**src/rtl/mux_rr_sched.sv**
```systemverilog
// mux_rr_sched: round-robin scheduler in front of an external N_CH:1 data mux.
// It picks a requesting channel, drives the mux selector, captures the returned
// word into a one-entry output register and acknowledges the channel.
// The output register is drained through a valid/ready handshake.
// Optional build macro MUX_RR_SCHED_XFER_CNT_EN adds a 16-bit count of
// completed output transfers on xfer_cnt_o.
module mux_rr_sched #(
    parameter int  W_DATA = 8,
    parameter int  N_CH   = 4,
    localparam int SEL_W  = $clog2(N_CH)
) (
    input  logic              clk,
    input  logic              rst,
    input  logic [N_CH-1:0]   req_i,
    output logic [N_CH-1:0]   ack_o,
    output logic [SEL_W-1:0]  select_o,
    input  logic [W_DATA-1:0] sltd_i,
    output logic [W_DATA-1:0] data_o,
    output logic              valid_o,
    input  logic              ready_i
`ifdef MUX_RR_SCHED_XFER_CNT_EN
    ,
    output logic [15:0]       xfer_cnt_o
`endif
);

    typedef enum logic [0:0] {
        ST_IDLE = 1'b0,
        ST_HOLD = 1'b1
    } state_t;

    state_t              state_r;
    logic [SEL_W-1:0]    last_q;
    logic [N_CH-1:0]     ack_r;
    logic [W_DATA-1:0]   data_r;
    logic                valid_r;

    logic [SEL_W-1:0]    winner_s;
    logic                found_s;
    logic [SEL_W:0]      idx_s;
    logic [SEL_W:0]      sum_s;
    logic                any_req_s;
    logic                capture_s;
    logic                xfer_s;

    // One-hot grant vector for a channel index.
    function automatic logic [N_CH-1:0] onehot(input logic [SEL_W-1:0] idx);
        onehot = {{(N_CH-1){1'b0}}, 1'b1} << idx;
    endfunction

    // Round-robin search: start just after the last grant, wrap, last grant searched last.
    always_comb begin
        winner_s = last_q;
        found_s  = 1'b0;
        idx_s    = '0;
        sum_s    = '0;
        for (int i = 1; i <= N_CH; i++) begin
            sum_s    = {1'b0, last_q} + (SEL_W+1)'(i);
            idx_s    = (sum_s >= (SEL_W+1)'(N_CH)) ? (sum_s - (SEL_W+1)'(N_CH)) : sum_s;
            winner_s = (!found_s && req_i[idx_s[SEL_W-1:0]]) ? idx_s[SEL_W-1:0] : winner_s;
            found_s  = found_s | req_i[idx_s[SEL_W-1:0]];
        end
    end

    assign any_req_s = |req_i;
    // A new word is taken when the output register is empty or being drained now.
    assign capture_s = any_req_s && ((state_r == ST_IDLE) || ready_i);
    assign xfer_s    = (state_r == ST_HOLD) && ready_i;

    // Selector follows the winner while anyone requests, otherwise parks on the last grant.
    assign select_o = any_req_s ? winner_s : last_q;

    // Scheduler FSM with registered grant, data and valid outputs.
    always_ff @(posedge clk or negedge rst) begin
        if (!rst) begin
            state_r <= ST_IDLE;
            last_q  <= SEL_W'(N_CH-1);
            ack_r   <= '0;
            data_r  <= '0;
            valid_r <= 1'b0;
        end else begin
            case (state_r)
                ST_IDLE: begin
                    if (capture_s) begin
                        data_r  <= sltd_i;
                        last_q  <= winner_s;
                        ack_r   <= onehot(winner_s);
                        valid_r <= 1'b1;
                        state_r <= ST_HOLD;
                    end else begin
                        ack_r   <= '0;
                        valid_r <= 1'b0;
                        state_r <= ST_IDLE;
                    end
                end
                ST_HOLD: begin
                    if (capture_s) begin
                        data_r  <= sltd_i;
                        last_q  <= winner_s;
                        ack_r   <= onehot(winner_s);
                        valid_r <= 1'b1;
                        state_r <= ST_HOLD;
                    end else if (xfer_s) begin
                        ack_r   <= '0;
                        valid_r <= 1'b0;
                        state_r <= ST_IDLE;
                    end else begin
                        ack_r   <= '0;
                        valid_r <= 1'b1;
                        state_r <= ST_HOLD;
                    end
                end
                default: begin
                    ack_r   <= '0;
                    valid_r <= 1'b0;
                    state_r <= ST_IDLE;
                end
            endcase
        end
    end

    assign ack_o   = ack_r;
    assign data_o  = data_r;
    assign valid_o = valid_r;

`ifdef MUX_RR_SCHED_XFER_CNT_EN
    logic [15:0] xfer_cnt_r;

    // Count completed output transfers; wraps naturally at 16 bits.
    always_ff @(posedge clk or negedge rst) begin
        if (!rst) begin
            xfer_cnt_r <= 16'h0000;
        end else if (xfer_s) begin
            xfer_cnt_r <= xfer_cnt_r + 16'h0001;
        end else begin
            xfer_cnt_r <= xfer_cnt_r;
        end
    end

    assign xfer_cnt_o = xfer_cnt_r;
`endif

endmodule

```
**config.mk**
```make
export PLATFORM = sky130hd
export DESIGN_NAME = mux_rr_sched
export DESIGN_NICKNAME = d
export VERILOG_FILES = /design/src/rtl/mux_rr_sched.sv
export SDC_FILE = /design/constraint.sdc
export NUM_CORES = 1
export LEC_CHECK = 0
export ABC_AREA = 1
export CORE_MARGIN = 4
export CORE_UTILIZATION = 45
export DETAILED_ROUTE_END_ITERATION = 8
export PLACE_DENSITY = 0.8
export SETUP_SLACK_MARGIN = 0.3
export SYNTH_ARGS = -nofsm -noshare
export SYNTH_HDL_FRONTEND = slang
export SYNTH_SLANG_ARGS = --single-unit
```
**constraint.sdc**
```tcl
create_clock -name clk -period 3.45 [get_ports clk]
set_input_delay 0.8625 -clock clk [delete_from_list [all_inputs] [get_ports clk]]
set_output_delay 0.8625 -clock clk [all_outputs]
set_load 0.05 [all_outputs]
```
==> results of run 1 <==
## worst register-to-register path: stages (launching register included)
cell	delay [ps]
sky130_fd_sc_hd__dfstp_2	690
sky130_fd_sc_hd__inv_8	70
sky130_fd_sc_hd__nand2_1	80
sky130_fd_sc_hd__nand2_2	90
sky130_fd_sc_hd__nand2_4	100
sky130_fd_sc_hd__nand2_4	80
sky130_fd_sc_hd__nor2_4	130
sky130_fd_sc_hd__nand3_1	110
sky130_fd_sc_hd__nand3_1	120
sky130_fd_sc_hd__nor2_1	60
## how the worst max path moves through the flow
stage | start | to | cells after the start
floorplan | req_i[3] | select_o[0] | 7
global placement | req_i[3] | select_o[0] | 9
detailed placement | req_i[2] | select_o[1] | 11
CTS | req_i[2] | select_o[1] | 11
global route | req_i[0] | select_o[1] | 11
finish | req_i[0] | select_o[1] | 11
## stage by stage
stage | setup slack [ps] | hold slack, ps | power (mW) | cells
final | 393.4 | 482.3 | 1.322 | 169
after global routing | 306.8 | 519.7 | 1.418 | 169
after CTS | 327.5 | 490.3 | 1.328 | 169
after detailed placement | 336.5 | 465.3 | 1.223 | 165
after global placement | 403.7 | 462.8 | 1.210 | 165
after floorplan | 854.0 | 488.3 | 0.9389 | 113
## report_power, final
| group | switching (mW) | leakage, nW | internal (mW) |
|---|---|---|---|
| clock network | 0.0587 | 0.0177 | 0.0430 |
| registers | 0.0469 | 0.181 | 0.229 |
| logic | 0.594 | 0.433 | 0.351 |
| total | 0.700 | 0.631 | 0.622 |
## flip-flops by register name, indices dropped and copies added (netlist names)
name,cells
ack_o,4
data_o,8
last_q,2
valid_o,1
## layout make-up
cell class | count | area (µm²) | area share
Clock buffer | 3 | 22.52 | 0.01824
Multi-Input combinational cell | 89 | 445.4 | 0.3607
Clock inverter | 1 | 5.005 | 0.004053
Inverter | 6 | 30.03 | 0.02432
Timing Repair Buffer | 30 | 322.8 | 0.2614
Sequential cell | 15 | 377.9 | 0.3060
Tap cell | 25 | 31.28 | 0.02533
## routing by layer
metal | up-vias | global-route usage | wire (µm)
met2 | 31 | 0.2699 | 949
met3 | 2 | 0.02865 | 129
met1 | 367 | 0.1727 | 739
li1 | 413 | - | -
met4 | 0 | 0.06987 | 14
met5 | - | 0 | 0
## cell families (layout without fill, tap and decap cells)
group / after synthesis / in the layout / share of synthesized area
buf+inv: 9 / 40 / 0.05612
compound gates: 5 / 5 / 0.03308
flops: 15 / 15 / 0.4345
simple gates: 84 / 84 / 0.4763
## layout by cell type (no fill, tap or decap), drive strengths merged
cell type      instances
nand2                 64
nor2                   7
dfrtp                 13
nand3                 13
buf                    3
dfstp                  2
a21oi                  1
clkbuf                 3
o21ai                  4
clkdlybuf4s50         25
inv                    6
clkinv                 1
dlymetal6s2s           2
## repair_timing
| action | CTS | global route |
|---|---|---|
| resized for setup | 0 | 3 |
| endpoints found under the setup margin | 0 | 1 |
| endpoints found under the hold margin | 0 | 0 |
==> results.md, run 1 <==
- The kind of cell with the highest combined delay along the critical path is buffers and inverters.
- In this run the static leakage power is 0.6313 nW.
- The smallest clock period supported by the final layout is computed as 3057 ps.
- The worst hold path begins at data_o[4].
- The share of synthesized area in the top cell type comes to 0.3741.
- The synthesized net count is 128.
- The final hold violation count is 0.
- The clock latency at the later pin of the worst-skew pair is about 280 ps.
- TritonCTS created 3 clock buffers.
- The cell type of the slowest stage on the worst timing path is sky130_fd_sc_hd__clkdlybuf4s50_1.
- For this run, the register share of the synthesized area comes to 0.4345.
- The number of cells on the worst reg-to-reg path is 9.
- IR analysis of the VDD net gives a maximum drop of 1.087 mV.
- The iteration-0 DRC count of the detailed router is 25.
- The cell type contributing the most total cell area after synthesis is sky130_fd_sc_hd__dfrtp_1.
- Between clock sinks in the finished design, the worst skew comes to about 2.0 ps.
- The run finished with clean final reports.
- The number of sinks on the clock net is 15.
- The max-slew headroom at the worst pin is 0.5695.
- The final layout contains 160 nets.
- Setup repair after global routing left no endpoint under its margin.
- The CTS tree is built.
- The class of the tightest hold or removal check is flop to flop.
- Entering global routing, the biggest net connects 16 pins.
- The die boundary height is just over 50 µm.
- The worst register-to-register path ends at ack_o[0].
- Ranked by instance count, the synthesized netlist is headed by 53 x sky130_fd_sc_hd__nand2_1, 13 x sky130_fd_sc_hd__dfrtp_1, 11 x sky130_fd_sc_hd__nand3_1, 6 x sky130_fd_sc_hd__nand2_4, 6 x sky130_fd_sc_hd__nor2_1.
- In this run the post-CTS setup repair buffer count came out at 0.
- Counting both buffers and inverters, the worst setup path holds a total of 3.
- The critical path class is input port to output pin.
- The synthesized design contains 0 enable-type register cells.
- The dominant register cell in the synthesized netlist is sky130_fd_sc_hd__dfrtp_1.
- Summing over every cut layer, the via total after detailed routing is 813.
- The repair_antennas step left the layout with diodes totalling 0.
- Walking the worst path, the cells encountered are clkdlybuf4s50_1 -> nand2_1 -> nand2_4 -> nand2_4 -> nand2_4 -> inv_2 -> nand2_2 -> nand2_1 -> nand2_1 -> nand2_2 -> buf_12.
- Clock-pin slew was measured on the worst setup and hold paths at roughly 90 ps.
- The die outline width is 51.96 µm.
- The number of fill cells is 138.
- The cell area after technology mapping is ~870 µm².
- The initial antenna violation count was 0.
- The wire length of the first global-routing pass is 3.125 mm.
- For this design the ratio of total power to cell area is 1071 nW/µm².
- The die covers 2700 µm².
- The floorplan has 15 rows.
- Once detail routing completed, the nets flagged for antenna violations numbered 0.
- For this run, the top clock speed supported by timing is 327.2 MHz.
- The count of hold-fix buffers inserted at cts is 0.
- The utilization after layout is 0.6926.
- The share of flip-flops with an asynchronous set or reset after synthesis is 1.000.
- The via count of the first global-routing pass is between 700 and 800.
- The largest buffer count on any clock path is 2.
- By instance count, the leading cell after synthesis is sky130_fd_sc_hd__nand2_1.
- After detailed routing, the number of remaining DRC violations is 0.
- The starting density of the core is 0.4877.
- The gate count after technology mapping is between 100 and 150.
- The floorplan step defined a core boundary enclosing 1783 µm².
- 30 I/O pins were placed.
- The average wire per standard cell is 10.84 µm.
- In the final timing run, aggregate negative setup slack is 0 ps.
- STA puts the critical path data required time at between 2000 and 3000 ps.
- The root buffer cell is sky130_fd_sc_hd__clkbuf_4.
- At the pin with the least slew margin, the transition time is ~640 ps.
- Counting instances, the worst hold path has a depth of 2.
- The period utilization is 0.8860.
- Across all register-to-register paths, the minimum setup slack is 1810 ps.
- For the worst setup path, the data arrival time is approximately 2200 ps.
- The startpoint identified for the worst register-to-register timing path is last_q[0].
- The final setup violation count is 0.
- The number of storage elements in the synthesis netlist is 15.
- The fraction of layout instances using a drive strength above 1 is 0.1944.
- In this run, distinct cell masters in the synthesized netlist total 19.
- Max-cap violations in this run came to 0.
- The path with the worst hold slack has its endpoint at data_o[4].
- Once placement finished, the instance area stood at 1200 µm².
- In this run the number of H-tree levels came out at 1.
- STA classifies the critical path startpoint as an input port.
- At the end of routability-driven placement, the weighted congestion stood at about 0.85.
- Once layout is done, the placed cells without fillers occupy 1235 µm².
- The layout-stage area growth over the synthesis result is 42.01%.
- The routed design has 1.832 mm of wire.
- The total overflow left after global routing is 0.
- The number of buffers inserted by port buffering is 29.
- Summed over all nets, the half-perimeter wirelength after detailed placement is 1.460 mm.
- The via count normalized by instance count is approximately 4.8.
- The number of pins exceeding their max-slew limit in the final report is 0.
- The number of iterations in the first detailed-routing pass is 4.
- The count of synthesis-stage warnings from yosys is 0.
- The largest fanout on the critical path is 5.
- In the post-synthesis netlist, the biggest area contributors are sky130_fd_sc_hd__dfrtp_1 37%, sky130_fd_sc_hd__nand2_1 23%, sky130_fd_sc_hd__nand2_4 7.8%.
- The critical path endpoint category is an output pin.
- After synthesis, the mean cell area works out to between 7 and 8 µm².
- The longest individual stage delay on the worst path is 500 ps.
- The total global-route track usage is 0.1518.
(Power assumes the default switching activity.)
==> inputs of run 2 (changes only) <==
--- a/config.mk
+++ b/config.mk
@@ -7,10 +7,11 @@
 export LEC_CHECK = 0
 export ABC_AREA = 1
 export CORE_MARGIN = 4
-export CORE_UTILIZATION = 45
+export CORE_UTILIZATION = 47
 export DETAILED_ROUTE_END_ITERATION = 8
-export PLACE_DENSITY = 0.8
+export PLACE_DENSITY = 0.83
 export SETUP_SLACK_MARGIN = 0.3
+export SLEW_MARGIN = 30
 export SYNTH_ARGS = -nofsm -noshare
 export SYNTH_HDL_FRONTEND = slang
 export SYNTH_SLANG_ARGS = --single-unit
==> run 2 against run 1 <==
Count of clock-buffer cells in the layout up 1. Sequential cell count unchanged. Worst setup slack worse by 31 ps. Critical path depth unchanged. Total power up 0.18%. Clock power is 5% lower. Largest power group unchanged. Via count is 2.2% higher. Largest cell class unchanged. Utilization up 1.8 points. Critical endpoint unchanged. Highest routed layer is now met3. Sequential power about the same.
==> results.md, run 2 (synthesized netlist as in run 1, its figures left out) <==
- The number of flip-flops under the largest register name is 8.
- The initial antenna violation count was 0.
- In this run the post-CTS setup repair buffer count came out at 0.
- The final worst hold slack is 492.4 ps.
- The core box area is between 1500 and 2000 µm².
- Clock latency on the worst-skew pair, taken at its later pin, is 280 ps.
- The critical path endpoint category is an output pin.
- The worst-case clock skew is 2.181 ps.
- Dividing total power by cell area gives a power density of 1067 nW/µm².
- The number of pins exceeding their max-slew limit in the final report is 0.
- The number of nets in the final layout is 160.
- Setup total negative slack on the finished layout was measured at 0 ps.
- In this run the critical register-to-register path is captured at ack_o[0].
- The number of cells on the worst reg-to-reg path is 9.
- The residual antenna-violating net count after detailed routing is 0.
- Input and output buffers added on the ports amount to 29.
- In this run, CTS created clock tree buffers numbering 3.
- The first global-routing pass estimated 3.229 mm of wire.
- The via count of the first global-routing pass was 801.
- The worst setup path is launched from an input port.
- At the pin with the least slew margin, the transition time is 623.7 ps.
- In this run the worst hold path is classified as flop to flop.
- The critical path class is input port to output pin.
- The initial utilization of the core area, before any placement, comes to 0.4982.
- The I/O pin total is 30.
- The static leakage power is 0.6311 nW.
- In the global route stage, overall resource usage came out at 0.1619.
- The fraction of layout instances using a drive strength above 1 is 0.2014.
- The final setup violation count is 0.
- Measured along the x axis, the die boundary spans 51.02 µm.
- The post-detailed-placement half-perimeter wirelength is around 1.5 mm.
- The final instance area is 1241 µm².
- The most common cell after layout, fill and taps aside is sky130_fd_sc_hd__nand2_1.
- The period utilization is 0.8950.
- Setup repair after global routing left no endpoint under its margin.
- The wire length reported by the detailed router is around 1.8 mm.
- The max-slew headroom at the worst pin is 0.5829.
- The routed design could run at a clock period as short as 3088 ps.
- The total via count in the routed design is a little over 800.
- The final global-route overflow total is 0.
- Derived from the worst setup path, the maximum achievable clock frequency is 323.8 MHz.
- The number of iterations in the first detailed-routing pass is 4.
- Along the worst hold path, the cell count comes to 2.
- The terminating pin of the worst hold path is data_o[0].
- The count of H-tree levels built during CTS is 1.
- The die boundary height is 51.02 µm.
- For this run, design rule violations remaining after detail routing come to 0.
- Clock tree synthesis selected as its root buffer the cell sky130_fd_sc_hd__clkbuf_4.
- The CTS tree is built.
- In this run the critical register-to-register path is launched from last_q[0].
- Row generation in the floorplan step produced 15 rows.
- The average wire per standard cell is about 11 µm.
- The number of maximum-capacitance constraint violations is 0.
- In the layout the commonest cells are 51 x sky130_fd_sc_hd__nand2_1, 25 x sky130_fd_sc_hd__clkdlybuf4s50_1, 13 x sky130_fd_sc_hd__dfrtp_1, 10 x sky130_fd_sc_hd__nand3_1, 7 x sky130_fd_sc_hd__nand2_2.
- For this run, the share of the core covered by cells in the final layout is 0.7111.
- Compared with the post-synthesis result, the final layout area differs by 42.73%.
- Data arrives at the worst endpoint at ~2200 ps.
- Once placement finished, the instance area stood at 1200 µm².
- The worst supply voltage drop on vdd is a little over 0.7 mV.
- The count of non-filler cells in the finished layout is 169.
- The detailed router finished its first iteration with 13 violations.
- The flow ran to the end, and the final reports show no timing, DRC or antenna violations.
- The start point of the worst min-delay path is data_o[0].
- 0 antenna diodes ended up in the layout.
- The largest fanout on the critical path is 5.
- The final hold violation count is 0.
- The data required time at the worst endpoint is approximately 2600 ps.
- The post-placement cell count is about 170.
- The number of sinks on the clock net is 15.
- Across all register-to-register paths, the minimum setup slack is roughly 1800 ps.
- Routability-driven placement finished with a final weighted congestion of 0.7804.
- The longest clock path from root to sink contains 2 buffers.
- The maximum number of pins on one net before global-route repair is 16.
- OpenSTA, run right after detailed placement, puts the worst setup slack at 365.4 ps.
- The total design power is 1.325 mW.
- The floorplan step defined a die boundary enclosing 2603 µm².
- After clock tree synthesis, the clock-pin slew on the worst setup and hold paths is 80 ps.
- Once routing completed, OpenROAD measured the worst setup slack at 362.1 ps.
- The via count normalized by instance count is between 4 and 5.
==> run 2: changes by cell type in the layout (fill, tap and decap cells not counted), sizes merged <==
cell | previous run | this run
clkbuf | 3 | 4
clkinv | 1 | 0
==> run 2: what timing repair did <==
item,in CTS,in global routing
setup endpoints to repair,0,2
hold buffers,0,0
gates resized for setup,0,5
==> run 2: routing by layer <==
layer / part of all wire / track usage / vias up
met1: 0.41 / 0.1949 / 394
li1: - / - / 414
met2: 0.53 / 0.2768 / 23
met4: 0 / 0.02242 / 0
met5: 0 / 0 / -
met3: 0.054 / 0.06414 / 0
==> run 2: worst max-delay path by stage <==
stage | depth (start not counted) | endpoint | slack [ps] | startpoint
after global routing | 9 | select_o[1] | 290 | req_i[0]
after detailed placement | 11 | select_o[1] | 370 | req_i[0]
final | 11 | select_o[1] | 360 | req_i[0]
after CTS | 11 | select_o[1] | 370 | req_i[0]
after floorplan | 7 | select_o[0] | 850 | req_i[3]
after global placement | 11 | select_o[1] | 410 | req_i[0]
==> run 2: area by class of cell <==
type / instances / area [µm²]
Sequential cell: 15 / 377.9
Inverter: 6 / 30.03
Multi-Input combinational cell: 89 / 452.9
Tap cell: 25 / 31.28
Clock buffer: 4 / 26.28
Timing Repair Buffer: 30 / 322.8
Fill cell: 141 / 504.2
==> run 2: worst max-delay path, cell delays in order <==
cell,delay (ps)
sky130_fd_sc_hd__clkdlybuf4s50_1,520
sky130_fd_sc_hd__nand2_2,90
sky130_fd_sc_hd__nand2_4,100
sky130_fd_sc_hd__nand2_4,70
sky130_fd_sc_hd__nand2_4,100
sky130_fd_sc_hd__inv_2,60
sky130_fd_sc_hd__nand2_1,80
sky130_fd_sc_hd__nand2_1,60
sky130_fd_sc_hd__nand2_1,70
sky130_fd_sc_hd__nand2_2,80
sky130_fd_sc_hd__buf_12,150
==> run 2: power breakdown <==
part / internal [mW] / total, mW / switching [mW]
sequential: 0.229 / 0.275 / 0.0466
clock: 0.0449 / 0.0968 / 0.0519
combinational: 0.354 / 0.953 / 0.598
==> inputs of run 3 (changes only) <==
--- a/config.mk
+++ b/config.mk
@@ -7,10 +7,11 @@
 export LEC_CHECK = 0
 export ABC_AREA = 1
 export CORE_MARGIN = 4
-export CORE_UTILIZATION = 47
+export CORE_UTILIZATION = 39
 export DETAILED_ROUTE_END_ITERATION = 8
-export PLACE_DENSITY = 0.83
+export PLACE_DENSITY = 0.73
 export SETUP_SLACK_MARGIN = 0.3
+export SKIP_LAST_GASP = 1
 export SLEW_MARGIN = 30
 export SYNTH_ARGS = -nofsm -noshare
 export SYNTH_HDL_FRONTEND = slang
==> constraint.sdc (replaced) <==
create_clock -name clk -period 2.64 [get_ports clk]
set_input_delay 0.66 -clock clk [delete_from_list [all_inputs] [get_ports clk]]
set_output_delay 0.66 -clock clk [all_outputs]
set_load 0.05 [all_outputs]
==> run 3 against run 2 <==
Cell count rose by 10%. Register-to-register slack got worse by 1200 ps. Die area is 17% higher. Cell area grew 13%. Sequential power rose by 31%. Combinational power is 71% higher. Sequential cell count is the same. Global-route usage rose by 0.21 points. Largest cell class unchanged.
==> results.md, run 3 (synthesized netlist as in run 1, its figures left out) <==
- The clock latency at the later pin of the worst-skew pair is ~280 ps.
- The average wire per standard cell is 12.46 µm.
- The total power per unit cell area is 1509 nW/µm².
- Adding up every negative setup slack in the final design gives 0 ps.
- The share of total power dissipated in combinational logic is 0.768.
- In the layout the commonest cells are 46 x sky130_fd_sc_hd__nand2_1, 23 x sky130_fd_sc_hd__clkdlybuf4s50_1, 16 x sky130_fd_sc_hd__buf_4, 13 x sky130_fd_sc_hd__dfrtp_1, 9 x sky130_fd_sc_hd__nand2_4.
- The critical path endpoint category is an output pin.
- The final weighted congestion of routability-driven global placement is ~0.83.
- The starting density of the core is 0.4259.
- The top achievable clock speed is 391.0 MHz.
- The layout has 175 filler cells.
- The initial antenna violation count is 0.
- The post-detailed-placement half-perimeter wirelength is 1.563 mm.
- The wire length of the first global-routing pass is 4.105 mm.
- The maximum number of pins on one net before global-route repair is 16.
- The number of pins exceeding their max-slew limit in the final report is 0.
- The number of inserted diodes is 0.
- The worst supply voltage drop on vdd is 1.172 mV.
- The part of the total power dissipated in the clock network is 0.062.
- The area of the multi-input gates is 509.2 µm².
- In this run, CTS created clock tree buffers numbering 3.
- At the pin with the least slew margin, the transition time is 656.6 ps.
- The fraction of layout instances using a drive strength above 1 is 0.3333.
- For this run, the number of standard cells in the final layout without fillers is 186.
- After clock tree synthesis, the clock-pin slew on the worst setup and hold paths is 90 ps.
- The core box area is 2042 µm².
- The die outline width is 55.22 µm.
- The count of hold-fix buffers inserted at cts is 0.
- The cell type of the slowest stage on the worst timing path is sky130_fd_sc_hd__dfstp_2.
- For this run the aggregate overflow at the end of global routing stands at 0.
- The I/O pin total is 30.
- The worst setup path is launched from a flop.
- The internal cell power is ~1.0 mW.
- The data required time at the worst endpoint is 1980 ps.
- For the final database, setup skew stands at 6.845 ps.
- The final critical path time including I/O delays and setup is about 2600 ps.
- The library cell appearing most often on the critical path is sky130_fd_sc_hd__nand2_1.
- The max-slew headroom at the worst pin is 0.5609.
- In the final layout, flip-flops and latches occupy around 380 µm².
- CTS placed an instance of sky130_fd_sc_hd__clkbuf_4 at the clock tree root.
- The via count of the first global-routing pass is around 910.
- For this run, the slowest stage of the critical path takes slightly below 700 ps.
- The class of the tightest hold or removal check is flop to flop.
- The fraction of power consumed by sequential logic is 0.170.
- The die area is a little over 3000 µm².
- TritonCTS built the clock tree.
- The utilization after layout is 0.6887.
- The residual antenna-violating net count after detailed routing is 0.
- Dividing the final minimum period by the clock period gives 0.9688.
- CTS built an H-tree with a depth of 1.
- The post-placement cell count is between 150 and 200.
- The first TritonRoute pass finished after 4 iterations.
- The number of sinks on the clock net is 15.
- The final setup violation count is 0.
- The static leakage power is 0.7062 nW.
- Setup repair after global routing could not meet its margin everywhere.
- The critical path class is flop to output pin.
- The worst register-to-register path has a depth of 14.
- The run finished with clean final reports.
- Wires add up to ~2.3 mm.
- Traced cell by cell, the critical path runs through nand2_1 -> nand2_4 -> nand2_4 -> nand2_1 -> nand2_1 -> o21ai_2 -> nand2_1 -> nand2_1 -> nand2_2 -> buf_12.
- Across the run, the number of max-cap violations was 0.
- Of all nets on the critical path, the largest fanout is 8.
- For this design the total switching power over the nets is around 1.1 mW.
- The register with the most flip-flops in the layout has 8 of them.
- The total via count in the routed design is 890.
- The post-detailed-route DRC marker count is 0.
- The most common cell after layout, fill and taps aside is sky130_fd_sc_hd__nand2_1.
- The iteration-0 DRC count of the detailed router is 16.
- The number of nets in the final layout is 175.
- The worst endpoint data arrival time is 1900 ps.
- The clock passes through at most 2 buffers.
- Across every metal layer, demand over resource in global routing totals 0.1640.
- In this run the vertical extent of the chip is 55.22 µm.
- The final hold violation count came to 0.
- Relative to the synthesized area, the layout overhead comes to 61.73%.
- The via count normalized by instance count is 4.785.
- Along the worst hold path, the cell count comes to 2.
- The number of buffers inserted by port buffering is 29.
- Of the total power, the share spent switching nets is 0.5080.
- The site row count is 16.
==> run 3: cell count changes in the layout (fill, tap and decap cells not counted), moves of 2 or more <==
cell                              delta
sky130_fd_sc_hd__buf_4              +15
sky130_fd_sc_hd__nand3_2             +3
sky130_fd_sc_hd__nand3_1             -3
sky130_fd_sc_hd__dlymetal6s2s_1      -2
sky130_fd_sc_hd__clkdlybuf4s50_1     -2
sky130_fd_sc_hd__dlygate4sd2_1       +4
sky130_fd_sc_hd__nand2_1             -5
sky130_fd_sc_hd__nand2_4             +3
==> run 3: final timing paths <==
| kind | from | endpoint | slack (ps) |
|---|---|---|---|
| worst max register to register | last_q[0] | ack_o[3] | 590 |
| worst min-delay path | data_o[4] | data_o[4] | 490 |
| worst min register to register | data_o[4] | data_o[4] | 490 |
| worst max-delay path | last_q[0] | select_o[1] | 80 |
| min in group asynchronous | rst | ack_o[1] | 770 |
| max in group asynchronous | rst | valid_o | 1450 |
==> run 3: layout make-up <==
| class | count | share of cell area |
|---|---|---|
| clock buffer | 3 | 0.01601 |
| multi-input combinational | 89 | 0.3621 |
| timing repair buffer | 45 | 0.3025 |
| clock inverter | 1 | 0.003559 |
| tap | 27 | 0.02402 |
| inverter | 6 | 0.02313 |
| sequential | 15 | 0.2687 |
==> run 3: power groups by stage <==
stage / registers, mW / clock network [mW] / logic [mW]
6_report: 0.361 / 0.131 / 1.63
4_1_cts: 0.359 / 0.132 / 1.53
2_1_floorplan: 0.457 / 0 / 0.770
3_3_place_gp: 0.362 / 0 / 1.23
5_1_grt: 0.370 / 0.147 / 1.76
3_5_place_dp: 0.364 / 0 / 1.26
==> run 3: repair_timing <==
action / 4_1_cts / 5_1_grt
setup endpoints to repair: 2 / 2
buffers inserted: 13 / 1
resized for setup: 16 / 5
pin swaps: 10 / 5
==> run 3: per-stage QoR <==
stage	hold slack (ps)	power (mW)	instance area [µm²]	setup WS (ps)
6_report	492.0	2.122	1406	82.47
5_1_grt	517.3	2.273	1406	-23.20
3_3_place_gp	462.4	1.593	1210	-4.518
2_1_floorplan	364.4	1.227	869.6	434.0
3_5_place_dp	472.5	1.622	1210	-63.53
4_1_cts	496.1	2.025	1373	126.0
==> run 3: per-layer routing <==
layer  share of wire  up-vias  global-route usage
met1            0.38      411              0.1739
met4           0.013        0             0.02778
met3           0.056        6             0.05128
met5               0        -                   0
li1                -      445                   -
met2            0.55       28              0.3159
==> run 3: critical path: cells and delay by family, from the launching register on <==
kind / cells / cell delay, ps
buf+inv: 1 / 150
simple gates: 8 / 700
flops: 1 / 690
compound gates: 1 / 70
